## src/rtl/snes_controller_poller_if.sv

```systemverilog
// Host- and pad-side signals of snes_controller_poller grouped into one port bundle.
// SNES_CONTROLLER_EDGE_DETECT_EN adds the pressed/released strobe words.
interface snes_controller_poller_if #(
    parameter int NUM_CONTROLLERS = 4
);
    logic                          start_fetch_i;
    logic                          snes_mode_i;
    logic                          busy_o;
    logic                          valid_o;
    logic                          controller_clk_o;
    logic                          controller_latch_o;
    logic [NUM_CONTROLLERS-1:0]    controller_serial_LIST_ni;
    logic [16*NUM_CONTROLLERS-1:0] data_LIST_o;
`ifdef SNES_CONTROLLER_EDGE_DETECT_EN
    logic [16*NUM_CONTROLLERS-1:0] pressed_LIST_o;
    logic [16*NUM_CONTROLLERS-1:0] released_LIST_o;
`endif

    modport master (
        output start_fetch_i, snes_mode_i, controller_serial_LIST_ni,
        input  busy_o, valid_o, controller_clk_o, controller_latch_o, data_LIST_o
`ifdef SNES_CONTROLLER_EDGE_DETECT_EN
        , input pressed_LIST_o, released_LIST_o
`endif
    );

    modport slave (
        input  start_fetch_i, snes_mode_i, controller_serial_LIST_ni,
        output busy_o, valid_o, controller_clk_o, controller_latch_o, data_LIST_o
`ifdef SNES_CONTROLLER_EDGE_DETECT_EN
        , output pressed_LIST_o, released_LIST_o
`endif
    );
endinterface

```

## src/rtl/snes_controller_poller.sv

```systemverilog
// Polls NES/SNES pads on a shared clock/latch pair and returns active-high button words.
// Optional SNES_CONTROLLER_EDGE_DETECT_EN adds per-fetch pressed/released strobes.
module snes_controller_poller #(
    parameter int NUM_CONTROLLERS   = 4,
    parameter int CLK_DIV           = 4,
    parameter int LATCH_PULSE_WIDTH = 2,
    parameter int AUTO_POLL_PERIOD  = 0
) (
    input logic                     clk,
    input logic                     rst,
    snes_controller_poller_if.slave bus
);
    localparam int TMAX = (CLK_DIV > LATCH_PULSE_WIDTH) ? CLK_DIV : LATCH_PULSE_WIDTH;
    localparam int TW   = $clog2(TMAX + 1);
    localparam int APW  = (AUTO_POLL_PERIOD > 1) ? $clog2(AUTO_POLL_PERIOD) : 1;

    typedef enum logic [2:0] {
        S_IDLE, S_LATCH, S_SETTLE, S_CLK_LO, S_CLK_HI, S_DONE
    } state_t;

    state_t                           state_q, state_d;
    logic [TW-1:0]                    timer_q, timer_d;
    logic [3:0]                       bit_q, bit_d;
    logic                             snes_q, snes_d;
    logic                             pending_q, pending_d;
    logic [APW-1:0]                   poll_cnt_q, poll_cnt_d;
    logic [NUM_CONTROLLERS-1:0][15:0] shift_q, shift_d;
    logic [16*NUM_CONTROLLERS-1:0]    data_q, data_d;
`ifdef SNES_CONTROLLER_EDGE_DETECT_EN
    logic [16*NUM_CONTROLLERS-1:0]    pressed_q, pressed_d;
    logic [16*NUM_CONTROLLERS-1:0]    released_q, released_d;
`endif
    logic                             wrap;
    logic                             start;
    logic                             div_last;

    always_comb begin
        state_d    = state_q;
        timer_d    = timer_q;
        bit_d      = bit_q;
        snes_d     = snes_q;
        pending_d  = pending_q;
        poll_cnt_d = poll_cnt_q;
        shift_d    = shift_q;
        data_d     = data_q;
`ifdef SNES_CONTROLLER_EDGE_DETECT_EN
        pressed_d  = '0;
        released_d = '0;
`endif
        wrap       = 1'b0;
        div_last   = (timer_q == TW'(CLK_DIV - 1));

        if (AUTO_POLL_PERIOD > 0) begin
            if (poll_cnt_q == APW'(AUTO_POLL_PERIOD - 1)) begin
                poll_cnt_d = '0;
                wrap       = 1'b1;
            end else begin
                poll_cnt_d = poll_cnt_q + APW'(1);
            end
        end

        // A wrap in the same cycle as a start is a new request and stays pending.
        start = (state_q == S_IDLE) && (bus.start_fetch_i || pending_q);
        if (wrap) begin
            pending_d = 1'b1;
        end else if (start) begin
            pending_d = 1'b0;
        end

        case (state_q)
            S_IDLE: begin
                if (start) begin
                    state_d = S_LATCH;
                    timer_d = '0;
                    bit_d   = '0;
                    snes_d  = bus.snes_mode_i;
                    shift_d = '0;
                end
            end
            S_LATCH: begin
                if (timer_q == TW'(LATCH_PULSE_WIDTH - 1)) begin
                    state_d = S_SETTLE;
                    timer_d = '0;
                end else begin
                    timer_d = timer_q + TW'(1);
                end
            end
            S_SETTLE, S_CLK_HI: begin
                if (div_last) begin
                    for (int i = 0; i < NUM_CONTROLLERS; i++) begin
                        shift_d[i][bit_q] = ~bus.controller_serial_LIST_ni[i];
                    end
                    timer_d = '0;
                    if (bit_q == (snes_q ? 4'd15 : 4'd7)) begin
                        state_d = S_DONE;
                        data_d  = shift_d;
`ifdef SNES_CONTROLLER_EDGE_DETECT_EN
                        pressed_d  = shift_d & ~data_q;
                        released_d = ~shift_d & data_q;
`endif
                    end else begin
                        state_d = S_CLK_LO;
                        bit_d   = bit_q + 4'd1;
                    end
                end else begin
                    timer_d = timer_q + TW'(1);
                end
            end
            S_CLK_LO: begin
                if (div_last) begin
                    state_d = S_CLK_HI;
                    timer_d = '0;
                end else begin
                    timer_d = timer_q + TW'(1);
                end
            end
            S_DONE:  state_d = S_IDLE;
            default: state_d = S_IDLE;
        endcase
    end

    always_ff @(posedge clk) begin
        if (rst) begin
            state_q    <= S_IDLE;
            timer_q    <= '0;
            bit_q      <= '0;
            snes_q     <= 1'b0;
            pending_q  <= 1'b0;
            poll_cnt_q <= '0;
            data_q     <= '0;
`ifdef SNES_CONTROLLER_EDGE_DETECT_EN
            pressed_q  <= '0;
            released_q <= '0;
`endif
        end else begin
            state_q    <= state_d;
            timer_q    <= timer_d;
            bit_q      <= bit_d;
            snes_q     <= snes_d;
            pending_q  <= pending_d;
            poll_cnt_q <= poll_cnt_d;
            data_q     <= data_d;
`ifdef SNES_CONTROLLER_EDGE_DETECT_EN
            pressed_q  <= pressed_d;
            released_q <= released_d;
`endif
        end
    end

    // Shift registers are cleared at every fetch start, so they need no reset.
    always_ff @(posedge clk) begin
        shift_q <= shift_d;
    end

    assign bus.busy_o             = (state_q != S_IDLE) && (state_q != S_DONE);
    assign bus.valid_o            = (state_q == S_DONE);
    assign bus.controller_latch_o = (state_q == S_LATCH);
    assign bus.controller_clk_o   = (state_q != S_CLK_LO);
    assign bus.data_LIST_o        = data_q;
`ifdef SNES_CONTROLLER_EDGE_DETECT_EN
    assign bus.pressed_LIST_o     = pressed_q;
    assign bus.released_LIST_o    = released_q;
`endif
endmodule

```

## src/flat_wrapper.sv

```systemverilog
// flat-port wrapper written by rule: the top's interface ports become plain ports
module snes_controller_poller_flat 
#(
    parameter int NUM_CONTROLLERS   = 4,
    parameter int CLK_DIV           = 4,
    parameter int LATCH_PULSE_WIDTH = 2,
    parameter int AUTO_POLL_PERIOD  = 0
)
  (clk, rst, bus_start_fetch_i, bus_snes_mode_i, bus_controller_serial_LIST_ni, bus_busy_o, bus_valid_o, bus_controller_clk_o, bus_controller_latch_o, bus_data_LIST_o);
  snes_controller_poller_if #(.NUM_CONTROLLERS(NUM_CONTROLLERS)) bus_i ();
  input logic clk;
  input logic rst;
  input wire logic [$bits(bus_i.start_fetch_i)-1:0] bus_start_fetch_i;
  input wire logic [$bits(bus_i.snes_mode_i)-1:0] bus_snes_mode_i;
  input wire logic [$bits(bus_i.controller_serial_LIST_ni)-1:0] bus_controller_serial_LIST_ni;
  output wire logic [$bits(bus_i.busy_o)-1:0] bus_busy_o;
  output wire logic [$bits(bus_i.valid_o)-1:0] bus_valid_o;
  output wire logic [$bits(bus_i.controller_clk_o)-1:0] bus_controller_clk_o;
  output wire logic [$bits(bus_i.controller_latch_o)-1:0] bus_controller_latch_o;
  output wire logic [$bits(bus_i.data_LIST_o)-1:0] bus_data_LIST_o;
  assign bus_i.start_fetch_i = bus_start_fetch_i;
  assign bus_i.snes_mode_i = bus_snes_mode_i;
  assign bus_i.controller_serial_LIST_ni = bus_controller_serial_LIST_ni;
  assign bus_busy_o = bus_i.busy_o;
  assign bus_valid_o = bus_i.valid_o;
  assign bus_controller_clk_o = bus_i.controller_clk_o;
  assign bus_controller_latch_o = bus_i.controller_latch_o;
  assign bus_data_LIST_o = bus_i.data_LIST_o;
  snes_controller_poller #(.NUM_CONTROLLERS(NUM_CONTROLLERS), .CLK_DIV(CLK_DIV), .LATCH_PULSE_WIDTH(LATCH_PULSE_WIDTH), .AUTO_POLL_PERIOD(AUTO_POLL_PERIOD)) u_core (.clk(clk), .rst(rst), .bus(bus_i));
endmodule
```

## config.mk

```make
export PLATFORM = sky130hd
export DESIGN_NAME = snes_controller_poller_flat
export DESIGN_NICKNAME = d
export VERILOG_FILES = /design/src/rtl/snes_controller_poller_if.sv /design/src/rtl/snes_controller_poller.sv /design/src/flat_wrapper.sv
export SDC_FILE = /design/constraint.sdc
export NUM_CORES = 1
export LEC_CHECK = 0
export BUFFER_PORTS_ARGS = -buffer_cell sky130_fd_sc_hd__buf_4
export CAP_MARGIN = 20
export CORE_MARGIN = 2
export CORE_UTILIZATION = 58
export DETAILED_ROUTE_END_ITERATION = 10
export PLACE_DENSITY = 0.88
export SETUP_SLACK_MARGIN = 0.05
export SYNTH_ARGS = -nofsm -noshare
export SYNTH_HDL_FRONTEND = slang
export SYNTH_SLANG_ARGS = --single-unit
```

## constraint.sdc

```tcl
create_clock -name clk -period 4.1 [get_ports clk]
set_clock_uncertainty 0.15 [all_clocks]
set_input_delay 0.82 -clock clk [delete_from_list [all_inputs] [get_ports clk]]
set_output_delay 0.82 -clock clk [all_outputs]
set_load 0.005 [all_outputs]
```

==> Yosys cells after proc, flatten, opt, wreduce, memory -nomap -nowiden <==
Index checks and enable logic that the tools add are counted.
{ "op_classes": {"n_addsub": 2, "multipliers": 0, "n_div": 0, "n_lt_le_gt_ge": 2, "n_eq_ne": 15, "shift": 0, "n_mux": 24, "bitwise": 4, "reduce_logical": 15} }
{ "ops": {"columns": ["operator", "n"], "rows": [
  ["64-bit 2-to-1 mux", 2],
  ["64-bit case mux with 2 select lines", 1],
  ["16-bit bitwise mux", 4],
  ["3-bit 2-to-1 mux", 8],
  ["4-bit 2-to-1 mux", 4],
  ["3-bit case mux with 4 select lines", 1],
  ["3-bit by 2-bit == test with 1-bit output, second input constant", 3],
  ["3-bit case mux with 3 select lines", 1],
  ["2-bit by 1-bit != test with 1-bit output, second input constant", 4],
  ["4-bit case mux with 2 select lines", 1],
  ["4-bit AND reduction", 2],
  ["3-bit by 1-bit == test with 1-bit output, second input constant", 2],
  ["3-bit == test, second input constant", 2],
  ["3-bit AND reduction", 2],
  ["3-bit nonzero test", 2],
  ["4-bit by 5-bit < comparator with 1-bit output, second input constant", 1],
  ["4-bit by 1-bit adder with 4-bit output, second input constant", 1],
  ["1-bit demux with 4-bit select", 1],
  ["4-bit == test", 1],
  ["4-bit by 1-bit >= comparator with 1-bit output, second input constant", 1],
  ["1-bit inverter", 4],
  ["2-bit AND reduction", 2],
  ["3-bit by 1-bit adder with 3-bit output, second input constant", 1],
  ["1-bit logical AND", 3],
  ["8 further kinds", 8]
]} }
{ "totals": {"reg_bits": 139, "latchBits": 0, "ram_bits": 0, "romBits": 0, "wordCells": 71, "mem_count": 0} }

==> Longest topological paths before layout <==
Gate-level depths: netlist of run 1.
{ "logic_depth": {"word_depth": 7, "mapped_depth": 8} }

==> Worst setup path before layout of run 1 <==
Ideal clock, no wire load.
{ "synth_timing": {"path_type": "reg-to-reg", "startpoint": "register u_core.timer_q[0]", "endpoint": "register u_core.bit_q[1]", "t_arrival_ns": 3.000, "required_time_ns": 3.821, "slack_ns": 0.821, "stages_incl_launch_ff": 9, "path_buffers": 1, "synth_period_minus_slack_ns": 3.279, "path_cell_list": "dfxtp_1 ha_1 ha_1 clkbuf_1 nor4bb_1 a21oi_1 inv_1 o21a_1 o32ai_1"} }
{ "synth_between": {"elab_chain_len": 3} }
{ "synth_lines": {"columns": ["item", "line_no", "rtl"], "rows": [
  ["from (decl)", "snes_controller_poller.sv:22", "logic [TW-1:0] timer_q, timer_d;"],
  ["from (signal assigned)", "snes_controller_poller.sv:137", "timer_q <= timer_d;"],
  ["3-bit by 2-bit == test with 1-bit output", "snes_controller_poller.sv:51", "div_last = (timer_q == TW'(CLK_DIV - 1));"],
  ["2-bit by 1-bit != test with 1-bit output (no source line)", null, null],
  ["4-bit AND reduction (no source line)", null, null],
  ["to (signal assigned)", "snes_controller_poller.sv:138", "bit_q <= bit_d;"],
  ["to (decl)", "snes_controller_poller.sv:23", "logic [3:0] bit_q, bit_d;"]
]} }
No other way between the ends.
A chain may end at the register's enable or synchronous reset.

==> Worst setup path in the final report of run 1 <==
{ "layout_timing": {"startpoint": "register u_core.state_q[2]", "endpoint": "output bus_busy_o"} }
{ "layout_between": {"elab_chain_len": 2, "word_cells_on_any_way": 3, "cone_classes": "1 x eq/ne; 2 x reduce/logical"} }
{ "layout_lines": {"columns": ["item", "line_no", "rtl"], "rows": [
  ["from (decl)", "snes_controller_poller.sv:21", "state_t state_q, state_d;"],
  ["from (signal assigned)", "snes_controller_poller.sv:136", "state_q <= state_d;"],
  ["3-bit != test or 3-bit nonzero test (tied branches)", "snes_controller_poller.sv:155", "assign bus.busy_o = (state_q != S_IDLE) && (state_q != S_DONE);"],
  ["1-bit logical AND *", "snes_controller_poller.sv:155", null],
  ["to (decl)", "flat_wrapper.sv:16", "output wire logic [$bits(bus_i.busy_o)-1:0] bus_busy_o;"]
]} }
Every way passes the cells marked *; elsewhere a longest branch is shown, timed or not.

==> impl_metrics.py, run 1 <==
metrics = {
    "run_status": {
        "status": "finished clean",
    },
    "timing": {
        "slew_violations": 0,
        "fin_crit_ps": 2910,
        "finalHoldViolCount": 0,
        "rsz0062_at_grt": "false",
        "tns_ps": 0,
        "timing.final.setup_violations": 0,
        "max_slew.worst_pin.slew_ps": 945,
        "slew_headroom_pct": 37.0,
        "fin_crit_sh_pct": 70.9,
        "fmax_ghz": 0.344,
    },
    "layout": {
        "fin_area_sq_um": 7330,
        "n_fill_cell": 684,
        "n_antenna_cell": 0,
        "register_area_sq_um": 3420,
        "nets": 701,
        "area_growth_pct": 18.5,
        "layout-drive-gt1-share_pct": 21.5,
        "multiInputGateArea_sq_um": 2490,
    },
    "place": {
        "hpwl_microns": 9010,
        "port-buffer-count": 75,
        "gp_congestion": 0.858,
        "postPlaceCellArea_sq_um": 6720,
    },
    "clocking": {
        "clk_pin_slew_ps": 60,
        "cts_made_buffers": 17,
        "cts_tree": "done",
        "cts.sinks": 139,
        "cts_hold_buffers": 0,
        "cts_setup_buffers": 0,
        "cts-htree-levels": 4,
        "cts_buffer_depth": 2,
        "cts_resized": 0,
        "root_buffer": "clkbuf_8",
        "clkLatencyLatePin_ps": 510,
    },
    "synthesis": {
        "synthArstFlopShare_pct": 0,
        "synth_area_leaders": "edfxtp_1 (31%), dfxtp_1 (24%), nor2_1 (10%)",
        "yosysUniqueCellTypes": 45,
        "yosys.area.top_type": "edfxtp_1",
        "ys_warn_count": 0,
        "netlist_instances": 639,
        "syn_nets": 655,
        "post-synth-top-count-cell": "nor2_1",
        "synth_ff_type": "dfxtp_1",
        "syn_area_sq_um": 6180,
        "avgSynthCellArea_sq_um": 9.67,
        "synth.cells.most_frequent": "nor2_1 (166), a21oi_1 (76), dfxtp_1 (75), edfxtp_1 (64), clkbuf_1 (28)",
        "synth_edf_count": 64,
        "yosys_register_bits": 139,
        "ys_seq_area_share_pct": 55.4,
        "yosys.area.top_type_share_pct": 31.1,
    },
    "job": {
        "max_cap_viol_count": 0,
    },
    "die": {
        "die_h_microns": 107,
        "core-area_sq_um": 10300,
        "die-area_sq_um": 11500,
        "row_count": 37,
        "die_w_microns": 107,
        "start_util_pct": 59.9,
        "io_pins": 76,
    },
    "worst_setup_path": {
        "end_kind": "output pin",
        "worstPathRequired_ps": 3130,
        "cp-start-kind": "flip-flop",
        "criticalPathCategory": "flip-flop to output pin",
        "crit_arrival_ps": 1940,
        "crit_fanout": 20,
    },
    "global_route": {
        "gr-total-overflow": 0,
        "antenna_found_initial": 0,
        "grt_pass1_vias": 4482,
        "grt_first_pass_wirelength_microns": 22300,
        "grt_max_degree": 72,
        "grt_usage_pct": 24.7,
    },
    "drt": {
        "drt-total-wl_microns": 13800,
        "vias_per_cell": 5.85,
        "first_pass_iters": 5,
        "ant_nets": 0,
        "wire_per_inst_microns": 16.6,
        "drc_errors": 0,
        "routed-via-count": 4878,
        "drt_iter0_markers": 438,
    },
    "power": {
        "peakVddDrop_mv": 0.288,
        "power_density_nw_per_um2": 472,
        "p_leak_nw": 2.67,
    },
    "worst_hold_path": {
        "min_path_type": "flip-flop to flip-flop",
    },
}
[logic make-up (layout without fill, tap and decap cells)]
kind of cell    Yosys count  after routing  share of synthesized area (%)
compound gates          168            168                           18.8
xor+xnor                  3              3                          0.425
fa+ha+maj                 8              8                           1.62
buf+inv                  61            120                           4.41
flops                   139            139                           55.4
mux                       3              3                          0.526
simple gates            257            257                           18.8
[sequential cells by signal, indices dropped and copies added, names as in the netlist]
name,cells
u_core.shift_q,64
u_core.bus.data_LIST_o,64
u_core.bit_q,4
u_core.state_q,3
u_core.snes_q,1
u_core.timer_q,3
[worst max-delay path: stages (launching register included)]
cell	delay, ps
dfxtp_1	710
nor2b_1	190
or3_1	380
buf_4	140
[layer usage]
metal	track usage [%]	wire, microns	part of all wire (%)
met3	6.20	885	6.4
met5	0	0	0
met1	33.2	5880	42
met4	7.42	174	1.3
met2	39.8	6890	50
[power breakdown]
group / internal, mW / leakage [nW] / switching [mW] / total, mW
Clock: 0.966 / 0.298 / 0.585 / 1.55
Combinational: 0.0956 / 1.13 / 0.209 / 0.305
Sequential: 1.57 / 1.24 / 0.0397 / 1.61
Total: 2.63 / 2.67 / 0.834 / 3.46
[path summary, 6_finish.rpt]
| kind | cells after the start | endpoint | slack (ps) | start |
|---|---|---|---|---|
| setup / recovery | 3 | bus_busy_o | 1190 | u_core.state_q[2]$_SDFFE_PP0P_ |
| hold / removal | 2 | u_core.bus.data_LIST_o[25]$_SDFFE_PP0P_ | 310 | u_core.bus.data_LIST_o[25]$_SDFFE_PP0P_ |
| setup reg to reg | 6 | u_core.shift_q[6]$_SDFFCE_PN0P_ | 1330 | u_core.timer_q[0]$_SDFFE_PP0P_ |
| hold reg to reg | 2 | u_core.bus.data_LIST_o[25]$_SDFFE_PP0P_ | 310 | u_core.bus.data_LIST_o[25]$_SDFFE_PP0P_ |
[area by class of cell]
type	count	area share, %
clock buffers	19	6.04
clock inverters	13	2.22
inverters	8	0.410
multi-input cells	439	33.9
flip-flops and latches	139	46.7
well taps	136	2.32
repair buffers	80	8.37
[through the flow]
stage	hold slack (ps)	total power, mW	util (%)	setup WS [ps]	cells
6_report	309	3.46	71.0	1190	834
4_1_cts	310	3.47	71.0	1210	834
2_1_floorplan	303	1.85	-	821	639
3_5_place_dp	301	1.93	65.1	1330	802
5_1_grt	321	3.57	71.0	1010	834
3_3_place_gp	299	1.91	65.1	1480	802
[cells in the final DEF (no fill, tap or decap), types with 3 or more instances in the layout]
cell type,instances
nor2_1,166
buf_4,79
a21oi_1,76
dfxtp_1,75
edfxtp_1,64
a211oi_2,26
nand2_1,24
a211oi_1,22
and2_1,17
o21a_1,17
clkbuf_16,17
o21ai_0,16
nand3_1,10
nand3b_1,10
ha_1,8
inv_1,7
nor3_1,6
or3b_2,4
nor2b_1,3
or2_2,3
bufinv_16,3
clkinv_4,3
clkinv_2,3
No activity file was read; power rests on OpenSTA's default activity.
==> run 2: changes to the inputs <==
Clock period 4.1 ns to 3.01 ns, I/O delays scaled along.
==> run 2 against run 1 <==
- via count is 1.4% lower
- combinational power increased by 39%
- setup slack got worse by 920 ps
- largest power group unchanged
- highest routed layer unchanged
==> impl_metrics.py, run 2 (synthesized netlist as in run 1, its figures left out) <==
metrics = {
    "die": {
        "die_w_microns": 107,
        "start_util_pct": 59.9,
        "die-area_sq_um": 11500,
        "io_pins": 76,
        "core-area_sq_um": 10300,
        "row_count": 37,
        "die_h_microns": 107,
    },
    "drt": {
        "drt_iter0_markers": 423,
        "ant_nets": 0,
        "routed-via-count": 4811,
        "first_pass_iters": 6,
        "wire_per_inst_microns": 16.8,
        "drc_errors": 0,
        "vias_per_cell": 5.77,
        "drt-total-wl_microns": 14000,
    },
    "place": {
        "port-buffer-count": 75,
        "postPlaceCellArea_sq_um": 6780,
        "gp_congestion": 0.846,
        "hpwl_microns": 9060,
    },
    "clocking": {
        "cts-htree-levels": 4,
        "cts_resized": 0,
        "cts.sinks": 139,
        "cts_buffer_depth": 2,
        "cts_setup_buffers": 0,
        "clkLatencyLatePin_ps": 530,
        "root_buffer": "clkbuf_8",
        "cts_hold_buffers": 0,
        "clk_pin_slew_ps": 60,
        "cts_made_buffers": 17,
        "cts_tree": "done",
    },
    "layout": {
        "fin_area_sq_um": 7400,
        "layout_common_cells": "nor2_1 (166), buf_4 (77), a21oi_1 (75), dfxtp_1 (75), edfxtp_1 (64)",
        "utilization_pct": 71.7,
        "layout-drive-gt1-share_pct": 21.6,
        "nets": 702,
        "area_growth_pct": 19.7,
        "n_antenna_cell": 0,
        "layout_commonest_cell": "nor2_1",
        "n_fill_cell": 712,
    },
    "timing": {
        "fin_crit_sh_pct": 90.8,
        "rsz0062_at_grt": "false",
        "tns_ps": 0,
        "slew_headroom_pct": 56.0,
        "timing.final.setup_violations": 0,
        "slew_violations": 0,
        "holdWs_ps": 181,
        "max_slew.worst_pin.slew_ps": 659,
        "fin_crit_ps": 2730,
        "finalHoldViolCount": 0,
        "fmax_ghz": 0.366,
    },
    "worst_setup_path": {
        "timing.rr.start": "u_core.timer_q[0]$_SDFFE_PP0P_",
        "rrSetupSlack_ps": 280,
        "crit_arrival_ps": 2970,
        "worstPathRequired_ps": 3250,
        "criticalPathCategory": "flip-flop to flip-flop",
        "rr_worst_depth": 8,
        "r2r_end": "u_core.bit_q[1]$_SDFFE_PP0P_",
        "crit_fanout": 66,
        "end_kind": "flip-flop",
        "cp-start-kind": "flip-flop",
    },
    "power": {
        "peakVddDrop_mv": 0.408,
        "power_density_nw_per_um2": 643,
        "p_leak_nw": 2.68,
        "p_switching_mw": 1.11,
        "power_mw": 4.75,
        "power_frac_clock_pct": 45.0,
        "seqPwrFrac_pct": 46.1,
        "p_comb_share_pct": 8.9,
        "switching_share_pct": 23.4,
        "intPower_mw": 3.64,
    },
    "run_status": {
        "status": "finished clean",
    },
    "global_route": {
        "grt_pass1_vias": 4572,
        "grt_usage_pct": 25.6,
        "grt_max_degree": 67,
        "gr-total-overflow": 0,
        "antenna_found_initial": 0,
        "grt_first_pass_wirelength_microns": 22600,
    },
    "worst_hold_path": {
        "min_from": "bus_snes_mode_i",
        "min_to": "u_core.snes_q$_SDFFE_PP0P_",
        "min_path_type": "primary input to flip-flop",
        "min_path_cells": 3,
    },
    "job": {
        "max_cap_viol_count": 0,
    },
}
run 2: final cells by class:
cell class / instances / area, sq um / area share [%]
timing repair buffer: 81 / 658 / 8.90
tap: 136 / 170 / 2.30
clock inverter: 8 / 101 / 1.37
clock buffer: 23 / 520 / 7.04
multi-input combinational: 439 / 2490 / 33.7
sequential: 139 / 3420 / 46.3
inverter: 8 / 33.8 / 0.457
run 2: worst max path at each step:
stage               slack (ps)                      startpoint                      endpoint
detailed placement         360  u_core.timer_q[0]$_SDFFE_PP0P_  u_core.bit_q[1]$_SDFFE_PP0P_
finish                     280  u_core.timer_q[0]$_SDFFE_PP0P_  u_core.bit_q[1]$_SDFFE_PP0P_
floorplan                  100  u_core.timer_q[0]$_SDFFE_PP0P_  u_core.bit_q[1]$_SDFFE_PP0P_
global route               100  u_core.timer_q[0]$_SDFFE_PP0P_  u_core.bit_q[1]$_SDFFE_PP0P_
global placement           630  u_core.timer_q[0]$_SDFFE_PP0P_  u_core.bit_q[1]$_SDFFE_PP0P_
CTS                        310  u_core.state_q[2]$_SDFFE_PP0P_                    bus_busy_o
run 2: critical path, cell delays in order (launching register included):
cell and delay, ps:
dfxtp_1 420, ha_1 200, ha_1 400, nor4bb_1 530, a21oi_2 140, clkinvlp_4 120, buf_12 310, o21a_1 220
o32ai_1 80
run 2: per-layer routing:
layer / share of wire (%) / vias to the layer above / global-route usage, %
li1: - / 2336 / -
met1: 42 / 2247 / 32.9
met2: 49 / 198 / 41.0
met3: 6.8 / 30 / 5.84
met4: 2.0 / 0 / 12.2
met5: 0 / - / 0
run 2: power groups by stage:
stage	sequential, mW	clock (mW)	combinational (mW)
detailed placement	2.23	0	0.417
floorplan	2.20	0	0.314
CTS	2.19	2.15	0.424
global placement	2.22	0	0.397
global route	2.20	2.24	0.469
finish	2.19	2.14	0.425
run 2: through the flow:
step                setup WS (ps)  std cells
global route                 99.9        834
finish                        276        834
detailed placement            364        803
CTS                           310        834
global placement              634        803
floorplan                    98.4        639
==> run 3: changes to the inputs <==
Settings changed: PLACE_DENSITY 0.88 to 0.82.
==> run 3 against run 2 <==
- cell count is 0.24% higher
- power fell by 0.20%
- fmax is 2.1% higher
- register-to-register slack improved by 60 ps
- largest power group unchanged
- clock power is essentially flat
- combinational power increased by 2%
- die area unchanged
- critical path type is now flip-flop to output pin
- sequential power hardly changed
- utilization down 0.22 points
==> impl_metrics.py, run 3 (synthesized netlist as in run 1, its figures left out) <==
metrics = {
    "run_status": {
        "status": "finished clean",
    },
    "power": {
        "power_mw": 4.75,
        "peakVddDrop_mv": 0.383,
        "power_density_nw_per_um2": 643,
        "p_leak_nw": 2.67,
    },
    "die": {
        "die-area_sq_um": 11500,
        "io_pins": 76,
        "die_h_microns": 107,
        "core-area_sq_um": 10300,
        "row_count": 37,
        "die_w_microns": 107,
        "start_util_pct": 59.9,
    },
    "layout": {
        "layout_commonest_cell": "nor2_1",
        "multiInputGateArea_sq_um": 2490,
        "layout_common_cells": "nor2_1 (166), buf_4 (79), a21oi_1 (75), dfxtp_1 (75), edfxtp_1 (64)",
        "area_growth_pct": 19.3,
        "nets": 703,
        "register_area_sq_um": 3420,
        "layout.cells.non_filler": 836,
        "layout-drive-gt1-share_pct": 21.9,
        "n_antenna_cell": 0,
        "n_fill_cell": 731,
    },
    "timing": {
        "tns_ps": 0,
        "max_slew.worst_pin.slew_ps": 644,
        "fmax_ghz": 0.374,
        "finalHoldViolCount": 0,
        "slew_headroom_pct": 57.0,
        "holdWs_ps": 174,
        "fin_crit_ps": 2680,
        "rsz0062_at_grt": "false",
        "setup_slack_ps": 333,
        "slew_violations": 0,
        "timing.final.setup_violations": 0,
        "fin_crit_sh_pct": 88.9,
    },
    "drt": {
        "first_pass_iters": 5,
        "wire_per_inst_microns": 16.8,
        "drt_iter0_markers": 380,
        "ant_nets": 0,
        "routed-via-count": 4861,
        "drt-total-wl_microns": 14000,
        "drc_errors": 0,
        "vias_per_cell": 5.81,
    },
    "global_route": {
        "grt_max_degree": 113,
        "gr-total-overflow": 0,
        "antenna_found_initial": 0,
        "grt_usage_pct": 25.4,
        "grt_pass1_vias": 4619,
        "grt_first_pass_wirelength_microns": 22600,
    },
    "job": {
        "max_cap_viol_count": 0,
    },
    "clocking": {
        "clkLatencyLatePin_ps": 530,
        "cts.sinks": 139,
        "root_buffer": "clkbuf_8",
        "cts_setup_buffers": 0,
        "cts_buffer_depth": 2,
        "cts_tree": "done",
        "cts_resized": 0,
        "cts_made_buffers": 17,
        "cts_hold_buffers": 0,
        "clk_pin_slew_ps": 60,
        "cts-htree-levels": 4,
    },
    "place": {
        "dp_cells": 804,
        "port-buffer-count": 75,
        "gp_congestion": 0.836,
        "hpwl_microns": 8990,
        "place_ws_ps": 416,
    },
    "worst_setup_path": {
        "path_cells": "nor2b_1 -> or3_1 -> buf_4",
        "path_buf_inv": 1,
        "crit_family": "flip-flops",
        "slowest_stage": "dfxtp_1",
        "slowest_delay_ps": 720,
        "worstPathRequired_ps": 2260,
        "crit_arrival_ps": 1920,
        "crit_fanout": 20,
        "end_kind": "output pin",
        "cp-start-kind": "flip-flop",
        "criticalPathCategory": "flip-flop to output pin",
    },
    "worst_hold_path": {
        "min_path_type": "primary input to flip-flop",
    },
}
==> run 3: cell count changes in the layout (fill, tap and decap cells not counted), sizes merged <==
cell      before  now
clkinv         3    5
clkinvlp       2    3
buf           81   82
bufinv         2    3
clkbuf        23   18
inv            9   11
==> run 3: routing by layer <==
layer	global-route usage, %	vias to the layer above	wire (microns)
li1	-	2332	-
met1	33.4	2310	5990
met2	40.5	192	6850
met3	5.41	27	894
met4	11.5	0	298
met5	0	-	0
==> run 3: metrics by stage <==
| step | area [sq um] | util [%] |
|---|---|---|
| 3_5_place_dp | 6770 | 65.6 |
| 4_1_cts | 7370 | 71.4 |
| 2_1_floorplan | 6190 | - |
| 5_1_grt | 7370 | 71.4 |
| 3_3_place_gp | 6770 | 65.6 |
| 6_report | 7370 | 71.4 |
==> run 3: final timing paths <==
| check | from | end | slack, ps | cells past startpoint |
|---|---|---|---|---|
| max | u_core.state_q[2]$_SDFFE_PP0P_ | bus_busy_o | 330 | 3 |
| min | bus_snes_mode_i | u_core.snes_q$_SDFFE_PP0P_ | 170 | 3 |
| max reg2reg | u_core.timer_q[0]$_SDFFE_PP0P_ | u_core.shift_q[62]$_SDFFCE_PN0P_ | 330 | 6 |
| min reg2reg | u_core.bus.data_LIST_o[19]$_SDFFE_PP0P_ | u_core.bus.data_LIST_o[19]$_SDFFE_PP0P_ | 300 | 2 |
==> run 3: tightest hold or removal path: cells and delay by family <==
family | cells | cell delay [ps]
buffers and inverters | 1 | 80
multiplexers | 1 | 60
AND/OR/NAND/NOR | 1 | 80
==> run 3: layout make-up <==
class	count	area share (%)
Clock inverter	14	2.24
Inverter	8	0.458
Clock buffer	18	5.96
Tap cell	136	2.31
Timing Repair Buffer	82	8.86
Multi-Input combinational cell	439	33.8
Sequential cell	139	46.4
==> run 3: where the power goes <==
group          switching, mW  leakage [nW]  internal, mW
sequential            0.0528          1.24          2.13
clock                  0.812         0.295          1.31
combinational          0.291          1.14         0.144
